`config.mk`:
```
export PLATFORM = sky130hd
export DESIGN_NAME = svc_axi_tgen
export DESIGN_NICKNAME = d
export VERILOG_FILES = /design/src/rtl/svc_axi_tgen.sv
export SDC_FILE = /design/constraint.sdc
export NUM_CORES = 1
export LEC_CHECK = 0
export BUFFER_PORTS_ARGS = -buffer_cell sky130_fd_sc_hd__buf_4
export CELL_PAD_IN_SITES_DETAIL_PLACEMENT = 0
export CELL_PAD_IN_SITES_GLOBAL_PLACEMENT = 1
export CORE_UTILIZATION = 41
export CTS_CLUSTER_DIAMETER = 60
export DETAILED_ROUTE_END_ITERATION = 8
export PLACE_DENSITY_LB_ADDON = 0.1
export REMOVE_ABC_BUFFERS = 1
export SLEW_MARGIN = 20
export SYNTH_ARGS = -nofsm -noshare
export SYNTH_HDL_FRONTEND = slang
export SYNTH_SLANG_ARGS = --single-unit
```
`constraint.sdc`:
```
create_clock -name clk -period 5.05 [get_ports clk]
set_input_delay 0.505 -clock clk [delete_from_list [all_inputs] [get_ports clk]]
set_output_delay 0.505 -clock clk [all_outputs]
set_load 0.01 [all_outputs]
```
`src/rtl/svc_axi_tgen.sv`:
```
// AXI4 manager traffic generator: writes one INCR burst of seed+beat, waits for B,
// reads the range back and checks every beat; reports done with a pass/fail result.
module svc_axi_tgen #(
    parameter int AXI_ADDR_WIDTH = 8,
    parameter int AXI_DATA_WIDTH = 16,
    parameter int AXI_ID_WIDTH   = 4
) (
    input  logic                      clk,
    input  logic                      rst_n,
    input  logic                      start,
    input  logic [AXI_ADDR_WIDTH-1:0] base_addr,
    input  logic [AXI_DATA_WIDTH-1:0] seed,
    input  logic [7:0]                len,
    input  logic [AXI_ID_WIDTH-1:0]   id,
    output logic                      busy,
    output logic                      done,
    output logic                      pass,
    output logic                      m_axi_awvalid,
    output logic [AXI_ID_WIDTH-1:0]   m_axi_awid,
    output logic [AXI_ADDR_WIDTH-1:0] m_axi_awaddr,
    output logic [7:0]                m_axi_awlen,
    output logic [2:0]                m_axi_awsize,
    output logic [1:0]                m_axi_awburst,
    input  logic                      m_axi_awready,
    output logic                      m_axi_wvalid,
    output logic [AXI_DATA_WIDTH-1:0] m_axi_wdata,
    output logic [AXI_DATA_WIDTH/8-1:0] m_axi_wstrb,
    output logic                      m_axi_wlast,
    input  logic                      m_axi_wready,
    input  logic                      m_axi_bvalid,
    input  logic [AXI_ID_WIDTH-1:0]   m_axi_bid,
    input  logic [1:0]                m_axi_bresp,
    output logic                      m_axi_bready,
    output logic                      m_axi_arvalid,
    output logic [AXI_ID_WIDTH-1:0]   m_axi_arid,
    output logic [AXI_ADDR_WIDTH-1:0] m_axi_araddr,
    output logic [7:0]                m_axi_arlen,
    output logic [2:0]                m_axi_arsize,
    output logic [1:0]                m_axi_arburst,
    input  logic                      m_axi_arready,
    input  logic                      m_axi_rvalid,
    input  logic [AXI_ID_WIDTH-1:0]   m_axi_rid,
    input  logic [AXI_DATA_WIDTH-1:0] m_axi_rdata,
    input  logic [1:0]                m_axi_rresp,
    input  logic                      m_axi_rlast,
    output logic                      m_axi_rready,
    output logic [2:0]                o_dbg_state
);
    // Every channel transfers exactly on a rising edge where valid && ready are both high.
    localparam logic [2:0]                AXSIZE   = 3'($clog2(AXI_DATA_WIDTH / 8));
    localparam logic [AXI_DATA_WIDTH-1:0] DATA_ONE = 1;

    typedef enum logic [2:0] {S_IDLE, S_WR, S_WB, S_RD, S_CHK} state_t;

    state_t                    r_state;
    logic [AXI_ADDR_WIDTH-1:0] r_addr;
    logic [AXI_DATA_WIDTH-1:0] r_seed, r_wdata, r_rexp;
    logic [7:0]                r_len, r_beat;
    logic [AXI_ID_WIDTH-1:0]   r_id;
    logic r_err, r_busy, r_done, r_pass;
    logic r_awvalid, r_wvalid, r_wlast, r_bready, r_arvalid, r_rready;
    logic r_aw_done, r_w_done, r_ar_done, r_rl_done;

    logic w_aw_hs, w_w_hs, w_b_hs, w_ar_hs, w_r_hs;
    logic w_aw_fin, w_w_fin, w_ar_fin, w_rl_fin, w_b_bad, w_r_bad;

    assign w_aw_hs  = r_awvalid & m_axi_awready;
    assign w_w_hs   = r_wvalid & m_axi_wready;
    assign w_b_hs   = r_bready & m_axi_bvalid;
    assign w_ar_hs  = r_arvalid & m_axi_arready;
    assign w_r_hs   = r_rready & m_axi_rvalid;
    // "fin" folds in the handshake of this very edge so exits take no extra cycle.
    assign w_aw_fin = r_aw_done | w_aw_hs;
    assign w_w_fin  = r_w_done | (w_w_hs & r_wlast);
    assign w_ar_fin = r_ar_done | w_ar_hs;
    assign w_rl_fin = r_rl_done | (w_r_hs & m_axi_rlast);
    assign w_b_bad  = (m_axi_bresp != 2'b00) || (m_axi_bid != r_id);
    assign w_r_bad  = w_r_hs && ((m_axi_rdata != r_rexp) || (m_axi_rid != r_id) ||
                                 (m_axi_rresp != 2'b00) || (m_axi_rlast != (r_beat == r_len)));

    always_ff @(posedge clk or negedge rst_n) begin
        if (!rst_n) begin
            r_state   <= S_IDLE;
            r_addr    <= '0;
            r_seed    <= '0;
            r_wdata   <= '0;
            r_rexp    <= '0;
            r_len     <= '0;
            r_beat    <= '0;
            r_id      <= '0;
            r_err     <= 1'b0;
            r_busy    <= 1'b0;
            r_done    <= 1'b0;
            r_pass    <= 1'b0;
            r_awvalid <= 1'b0;
            r_wvalid  <= 1'b0;
            r_wlast   <= 1'b0;
            r_bready  <= 1'b0;
            r_arvalid <= 1'b0;
            r_rready  <= 1'b0;
            r_aw_done <= 1'b0;
            r_w_done  <= 1'b0;
            r_ar_done <= 1'b0;
            r_rl_done <= 1'b0;
        end else begin
            case (r_state)
                S_IDLE: begin
                    r_done <= 1'b0;
                    if (start) begin
                        r_addr    <= base_addr;
                        r_seed    <= seed;
                        r_len     <= len;
                        r_id      <= id;
                        r_err     <= 1'b0;
                        r_pass    <= 1'b0;
                        r_busy    <= 1'b1;
                        r_awvalid <= 1'b1;
                        r_wvalid  <= 1'b1;
                        r_wdata   <= seed;
                        r_wlast   <= (len == 8'd0);
                        r_beat    <= 8'd0;
                        r_aw_done <= 1'b0;
                        r_w_done  <= 1'b0;
                        r_state   <= S_WR;
                    end
                end
                S_WR: begin
                    if (w_aw_hs) begin
                        r_awvalid <= 1'b0;
                        r_aw_done <= 1'b1;
                    end
                    if (w_w_hs) begin
                        if (r_wlast) begin
                            r_wvalid <= 1'b0;
                            r_w_done <= 1'b1;
                        end else begin
                            r_beat  <= r_beat + 8'd1;
                            r_wdata <= r_wdata + DATA_ONE;
                            r_wlast <= ((r_beat + 8'd1) == r_len);
                        end
                    end
                    if (w_aw_fin && w_w_fin) begin
                        r_bready <= 1'b1;
                        r_state  <= S_WB;
                    end
                end
                S_WB: begin
                    if (w_b_hs) begin
                        if (w_b_bad) r_err <= 1'b1;
                        r_bready  <= 1'b0;
                        r_arvalid <= 1'b1;
                        r_rready  <= 1'b1;
                        r_beat    <= 8'd0;
                        r_rexp    <= r_seed;
                        r_ar_done <= 1'b0;
                        r_rl_done <= 1'b0;
                        r_state   <= S_RD;
                    end
                end
                S_RD: begin
                    if (w_ar_hs) begin
                        r_arvalid <= 1'b0;
                        r_ar_done <= 1'b1;
                    end
                    if (w_r_hs) begin
                        if (w_r_bad) r_err <= 1'b1;
                        r_beat <= r_beat + 8'd1;
                        r_rexp <= r_rexp + DATA_ONE;
                        if (m_axi_rlast) begin
                            r_rready  <= 1'b0;
                            r_rl_done <= 1'b1;
                        end
                    end
                    if (w_ar_fin && w_rl_fin) begin
                        r_rready <= 1'b0;
                        r_done   <= 1'b1;
                        r_pass   <= ~(r_err | w_r_bad);
                        r_busy   <= 1'b0;
                        r_state  <= S_CHK;
                    end
                end
                S_CHK: begin
                    r_done  <= 1'b0;
                    r_state <= S_IDLE;
                end
                default: r_state <= S_IDLE;
            endcase
        end
    end

    assign busy          = r_busy;
    assign done          = r_done;
    assign pass          = r_pass;
    assign m_axi_awvalid = r_awvalid;
    assign m_axi_awid    = r_id;
    assign m_axi_awaddr  = r_addr;
    assign m_axi_awlen   = r_len;
    assign m_axi_awsize  = AXSIZE;
    assign m_axi_awburst = 2'b01;
    assign m_axi_wvalid  = r_wvalid;
    assign m_axi_wdata   = r_wdata;
    assign m_axi_wstrb   = '1;
    assign m_axi_wlast   = r_wlast;
    assign m_axi_bready  = r_bready;
    assign m_axi_arvalid = r_arvalid;
    assign m_axi_arid    = r_id;
    assign m_axi_araddr  = r_addr;
    assign m_axi_arlen   = r_len;
    assign m_axi_arsize  = AXSIZE;
    assign m_axi_arburst = 2'b01;
    assign m_axi_rready  = r_rready;
    assign o_dbg_state   = r_state;
endmodule

```
==> flow_summary.toml, run 1 <==
[run_status]
status = "complete, no violations"

[timing]
hold_viol = 0
worst_pin_slew_ps = 956
report.final.slew_viol_count = 0
finalWorstPathRequiredPeriod_ps = 3130
setup_slack_ps = 1920
fmax_mhz = 320
fin_crit_sh_pct = 61.9
final.setup.tns_ps = 0
skew_ps = 6.38
grt_setup_unrepaired = "no"
setup_viol = 0
slew_headroom_pct = 36.3

[yosys]
yosys_most_used_dff = "dfrtp_1"
syn_avg_cell_area_sq_um = 8.28
yosysWarnings = 0
ys_ff_latch = 93
synth_cell_types = 52
ys_seq_area_share_pct = 44.1
synth_edf_count = 0
synth_async_sr_flop_share_pct = 100
syn_inst = 637
synth_area_sq_um = 5270

[global_routing]
first_global_vias = 4592
groute.usage.overall_pct = 22.8
antenna_found_initial = 0
grt_overflow = 0
grt_max_degree = 70
grt_first_pass_wirelength_mm = 23.4

[hold_path]
hold_class = "in -> async"

[clock_tree]
clock_sinks = 93
postCtsSetupBuffers = 0
cts_root_buffer = "clkbuf_16"
hold_buffers = 0
h-tree-depth = 3
worst_skew_pair.late_latency_ps = 350
clkTransAtPathRegs_ps = 70
cts_buffers = 9
clockBufferDepth = 2
cts_tree = "yes"
cts_resized = 0

[worst_setup_path]
r2r_start = "o_dbg_state[0]"
cp.arrival_ps = 3380
crit_required_ps = 5300
critPathKind = "reg -> reg"
reg2reg_to = "m_axi_wdata[15]"
r2r_slack_ps = 1920
end_kind = "register"
worstRegToRegCells = 5
path_max_fanout = 31
startpoint_type = "register"

[layout]
final_cells = 913
nets = 812
drive_above_1_share_pct = 22.8
areaGrowthSynthToFinish_pct = 24.5
antenna_cells = 0

[route]
ant_nets = 0
dr.pass1.iters = 4
drt_iter0_drc = 223
top_layer = "met4"
routed_wirelength_mm = 14.4
vias = 4879
drc_errors = 0
wl_met3_um = 811
wl_met1_mm = 6.50
vias_per_cell = 5.34
dr_wl_met2_mm = 6.85
wl_per_cell_um = 15.8

[die]
die_w_um = 115
fp.dieH_um = 115
ios = 153
coreArea_sq_um = 12600
fp.dieArea_sq_um = 13300
rows = 41
initial_core_util_pct = 42.0

[power_and_ir_drop]
power_density_nw_per_um2 = 639
leakagePower_uw = 0.00305
peakVddDrop_v = 0.000307

[placement]
place_hpwl_mm = 10.3
numPortBuffers = 140
dp_slack_ps = 1890
dp.cells = 897
place.gp.congestion = 0.835

[flow_run]
maxCapViolCount = 0
==> metrics by stage <==
| step | utilization (%) | hold WS [ps] | power [uW] | area [sq um] |
|---|---|---|---|---|
| final | 52.2 | 52.8 | 4190 | 6570 |
| after global placement | 49.7 | 434 | 3420 | 6240 |
| after detailed placement | 49.7 | 435 | 3470 | 6240 |
| after global routing | 52.2 | 72.5 | 4540 | 6570 |
| after CTS | 52.2 | 53.1 | 4230 | 6570 |
| after floorplan | - | 209 | 2620 | 4930 |
==> placed cells by master, fill, tap and decap left out, types with 3 or more instances in the layout <==
master	instances
a21oi_1	51
a2bb2oi_1	9
a31oi_1	13
and3_1	6
buf_4	145
clkbuf_16	9
conb_1	12
dfrtp_1	93
ha_1	3
inv_1	5
nand2_1	174
nand2b_1	3
nand3_1	19
nand3b_1	5
nand4_1	16
nor2_1	25
nor3_1	7
nor3b_1	3
nor4_1	8
o21ai_0	33
o221ai_1	4
o22ai_1	12
o32ai_1	3
or2_2	3
or3_1	3
or4_1	5
xnor2_1	31
xor2_1	6
==> logic make-up after synthesis <==
kind of cell | Yosys count | share of synthesized area (%)
xor+xnor | 37 | 6.15
fa+ha+maj | 3 | 0.712
compound gates | 142 | 16.4
mux | 2 | 0.380
flops | 93 | 44.1
simple gates | 286 | 24.6
other cells | 2 | 0.142
buf+inv | 72 | 7.50
==> state kept, by name, indices dropped and copies added, names as in the netlist, 3 cells and up <==
register,flops
m_axi_wdata,16
r_rexp,16
r_seed,16
m_axi_araddr,8
m_axi_arlen,8
r_beat,8
m_axi_arid,4
o_dbg_state,3
==> power breakdown <==
group,switching [uW],internal [uW],total [uW]
registers,488,1100,1590
clock network,303,436,739
logic,971,893,1860
==> area by class of cell <==
class	instances	area (sq um)
Clock buffer	9	225
Clock inverter	7	98.8
Fill cell	1225	6000
Inverter	5	18.8
Multi-Input combinational cell	482	2590
Sequential cell	93	2330
Tap cell	172	215
Timing Repair Buffer	145	1090
==> worst max path at each step <==
stage	start	endpoint
after global placement	o_dbg_state[0]	m_axi_wdata[15]
after floorplan	o_dbg_state[1]	pass
after detailed placement	o_dbg_state[0]	m_axi_wdata[15]
final	o_dbg_state[0]	m_axi_wdata[15]
after CTS	o_dbg_state[0]	m_axi_wdata[15]
after global routing	o_dbg_state[0]	m_axi_wdata[15]
==> synthesized netlist by cell type (2+ instances only) <==
cell type | number | area [sq um]
conb_1 | 2 | 7.51
nor2b_1 | 2 | 12.5
nand2_1 | 174 | 653
nor4_1 | 8 | 50.1
buf_1 | 2 | 7.51
xnor2_1 | 31 | 272
xor2_1 | 6 | 52.6
a21oi_1 | 51 | 255
nand3_1 | 19 | 95.1
and3_1 | 6 | 37.5
a31oi_1 | 13 | 81.3
ha_1 | 3 | 37.5
o22ai_1 | 12 | 75.1
o31ai_1 | 2 | 15.0
nand3b_1 | 5 | 37.5
buf_4 | 33 | 248
clkbuf_1 | 31 | 116
or3_1 | 3 | 18.8
nand2b_1 | 3 | 18.8
dfrtp_1 | 93 | 2330
nor2_1 | 25 | 93.8
mux2i_1 | 2 | 20.0
nand4_1 | 16 | 100
o32ai_1 | 3 | 26.3
o221ai_1 | 4 | 35.0
or4b_1 | 2 | 20.0
o21ai_0 | 33 | 165
nor3b_1 | 3 | 22.5
a2bb2oi_1 | 9 | 78.8
a32oi_1 | 2 | 17.5
or4_1 | 5 | 37.5
or2_2 | 3 | 18.8
inv_1 | 5 | 18.8
nor3_1 | 8 | 40.0
==> critical path, stage by stage (launching register included) <==
cell	delay [ps]
dfrtp_1	970
or3b_1	670
o21ai_2	240
nand2_1	300
or4_1	610
o311ai_1	230
==> per-layer routing <==
metal	vias to the layer above	GRT usage, %
met5	-	0
met4	0	8.92
met3	19	3.80
met2	161	37.2
met1	2317	30.2
li1	2382	-
(Power assumes the default switching activity.)
==> run 2: changes to the inputs <==
--- a/config.mk
+++ b/config.mk
@@ -8,7 +8,7 @@
 export BUFFER_PORTS_ARGS = -buffer_cell sky130_fd_sc_hd__buf_4
 export CELL_PAD_IN_SITES_DETAIL_PLACEMENT = 0
 export CELL_PAD_IN_SITES_GLOBAL_PLACEMENT = 1
-export CORE_UTILIZATION = 41
+export CORE_UTILIZATION = 34
 export CTS_CLUSTER_DIAMETER = 60
 export DETAILED_ROUTE_END_ITERATION = 8
 export PLACE_DENSITY_LB_ADDON = 0.1
==> constraint.sdc (replaced) <==
create_clock -name clk -period 2.8 [get_ports clk]
set_input_delay 0.28 -clock clk [delete_from_list [all_inputs] [get_ports clk]]
set_output_delay 0.28 -clock clk [all_outputs]
set_load 0.01 [all_outputs]
==> flow_summary.toml, run 2 (synthesis results as in run 1) <==
[clock_tree]
cts_buffers = 9
clkTransAtPathRegs_ps = 60
cts_tree = "yes"
postCtsSetupBuffers = 0
clockBufferDepth = 2
cts_root_buffer = "clkbuf_16"
worst_skew_pair.late_latency_ps = 340
h-tree-depth = 3
clock_sinks = 93

[power_and_ir_drop]
power_density_nw_per_um2 = 1160
clock_power_share_pct = 17.9
p_sw_uw = 3210
switching_share_pct = 41.6
pwr-share-comb_pct = 45.3
peakVddDrop_v = 0.000392
leakagePower_uw = 0.00308
pwr-share-seq_pct = 36.8
internal-power_uw = 4520

[die]
die_w_um = 127
fp.dieH_um = 127
fp.dieArea_sq_um = 16000
initial_core_util_pct = 34.8
rows = 45
coreArea_sq_um = 15100
ios = 153

[layout]
drive_above_1_share_pct = 23.0
final_cell_mix = "174 x nand2_1, 150 x buf_4, 93 x dfrtp_1"
nets = 819
mostFrequentLayoutCell = "nand2_1"
final_cells = 935
design_area_sq_um = 6660
areaGrowthSynthToFinish_pct = 26.3
antenna_cells = 0
n_fill_cell = 1525

[route]
routed_wirelength_mm = 15.6
drt_iter0_drc = 341
dr.pass1.iters = 5
vias_per_cell = 5.24
vias = 4896
wl_per_cell_um = 16.7
drc_errors = 0
ant_nets = 0

[worst_setup_path]
critPathKind = "reg -> reg"
end_kind = "register"
path_max_fanout = 17
cp.arrival_ps = 2540
crit_required_ps = 3050
startpoint_type = "register"

[placement]
place_hpwl_mm = 11.1
place.gp.congestion = 0.876
numPortBuffers = 140
dp.cells = 919
place_area_sq_um = 6320

[timing]
report.final.slew_viol_count = 0
fmax_mhz = 437
finalWorstPathRequiredPeriod_ps = 2290
slew_headroom_pct = 55.7
grt_setup_unrepaired = "no"
worst_pin_slew_ps = 665
hold-worst-slack_ps = 125
hold_viol = 0
skew_ps = 5.68
setup_viol = 0
fin_crit_sh_pct = 81.8

[run_status]
status = "complete, no violations"

[global_routing]
grt_overflow = 0
grt_max_degree = 60
first_global_vias = 4735
antenna_found_initial = 0
grt_first_pass_wirelength_mm = 25.3
groute.usage.overall_pct = 20.1

[flow_run]
maxCapViolCount = 0

[hold_path]
hold_class = "in -> reg"
## run 2: changes by cell type in the layout (fill, tap and decap cells not counted), sizes merged
cell         change
clkinv           -3
dlygate4sd3      +1
buf              +6
bufinv           +1
clkbuf           +2
inv              -1
## run 2: through the flow
step	worst slack [ps]	TNS, ps	total power [uW]	util (%)
detailed placement	525	0	6360	41.7
finish	510	0	7730	44.0
floorplan	-787	-14930	4720	-
global route	346	0	8350	44.0
global placement	590	0	6300	41.7
CTS	503	0	7790	44.0
## run 2: cell type report
type | count | area (sq um) | share of cell area [%]
inverters | 5 | 18.8 | 0.282
clock inverters | 4 | 97.6 | 1.47
clock buffers | 11 | 233 | 3.49
repair buffers | 152 | 1160 | 17.4
well taps | 188 | 235 | 3.53
multi-input cells | 482 | 2590 | 38.9
flip-flops and latches | 93 | 2330 | 34.9
## run 2: worst paths after layout
check                                from               to  slack [ps]  depth (start not counted)
hold reg to reg                      busy             busy         490                          2
max in group asynchronous           rst_n  m_axi_araddr[0]        1650                          3
min in group asynchronous           rst_n    m_axi_arid[2]         450                          2
setup reg to reg           o_dbg_state[1]      m_axi_wlast         510                          5
hold / removal               base_addr[7]  m_axi_araddr[7]         120                          3
setup / recovery           o_dbg_state[1]      m_axi_wlast         510                          5
## run 2: repair_timing
item,CTS,global route
gates resized for setup,0,0
hold buffers,1,0
endpoints found under the hold margin,34,0
## run 2: worst max-delay path, stage by stage, from the launching register on
cell,delay [ps]
dfrtp_1,660
nand2b_1,230
nor3_2,60
or4_1,510
or4b_1,550
o31ai_2,180
## run 2: layer usage
layer | up-vias | track usage (%) | share of wire (%)
li1 | 2399 | - | -
met1 | 2368 | 28.3 | 50
met2 | 114 | 31.7 | 46
met3 | 15 | 2.66 | 3.2
met4 | 0 | 7.09 | 1.4
met5 | - | 0 | 0
## run 2: power groups by stage
stage	clock network, uW	logic [uW]	registers [uW]
global route	1490	3910	2950
global placement	0	3470	2830
CTS	1430	3520	2850
detailed placement	0	3500	2860
finish	1390	3500	2840
floorplan	0	1850	2870
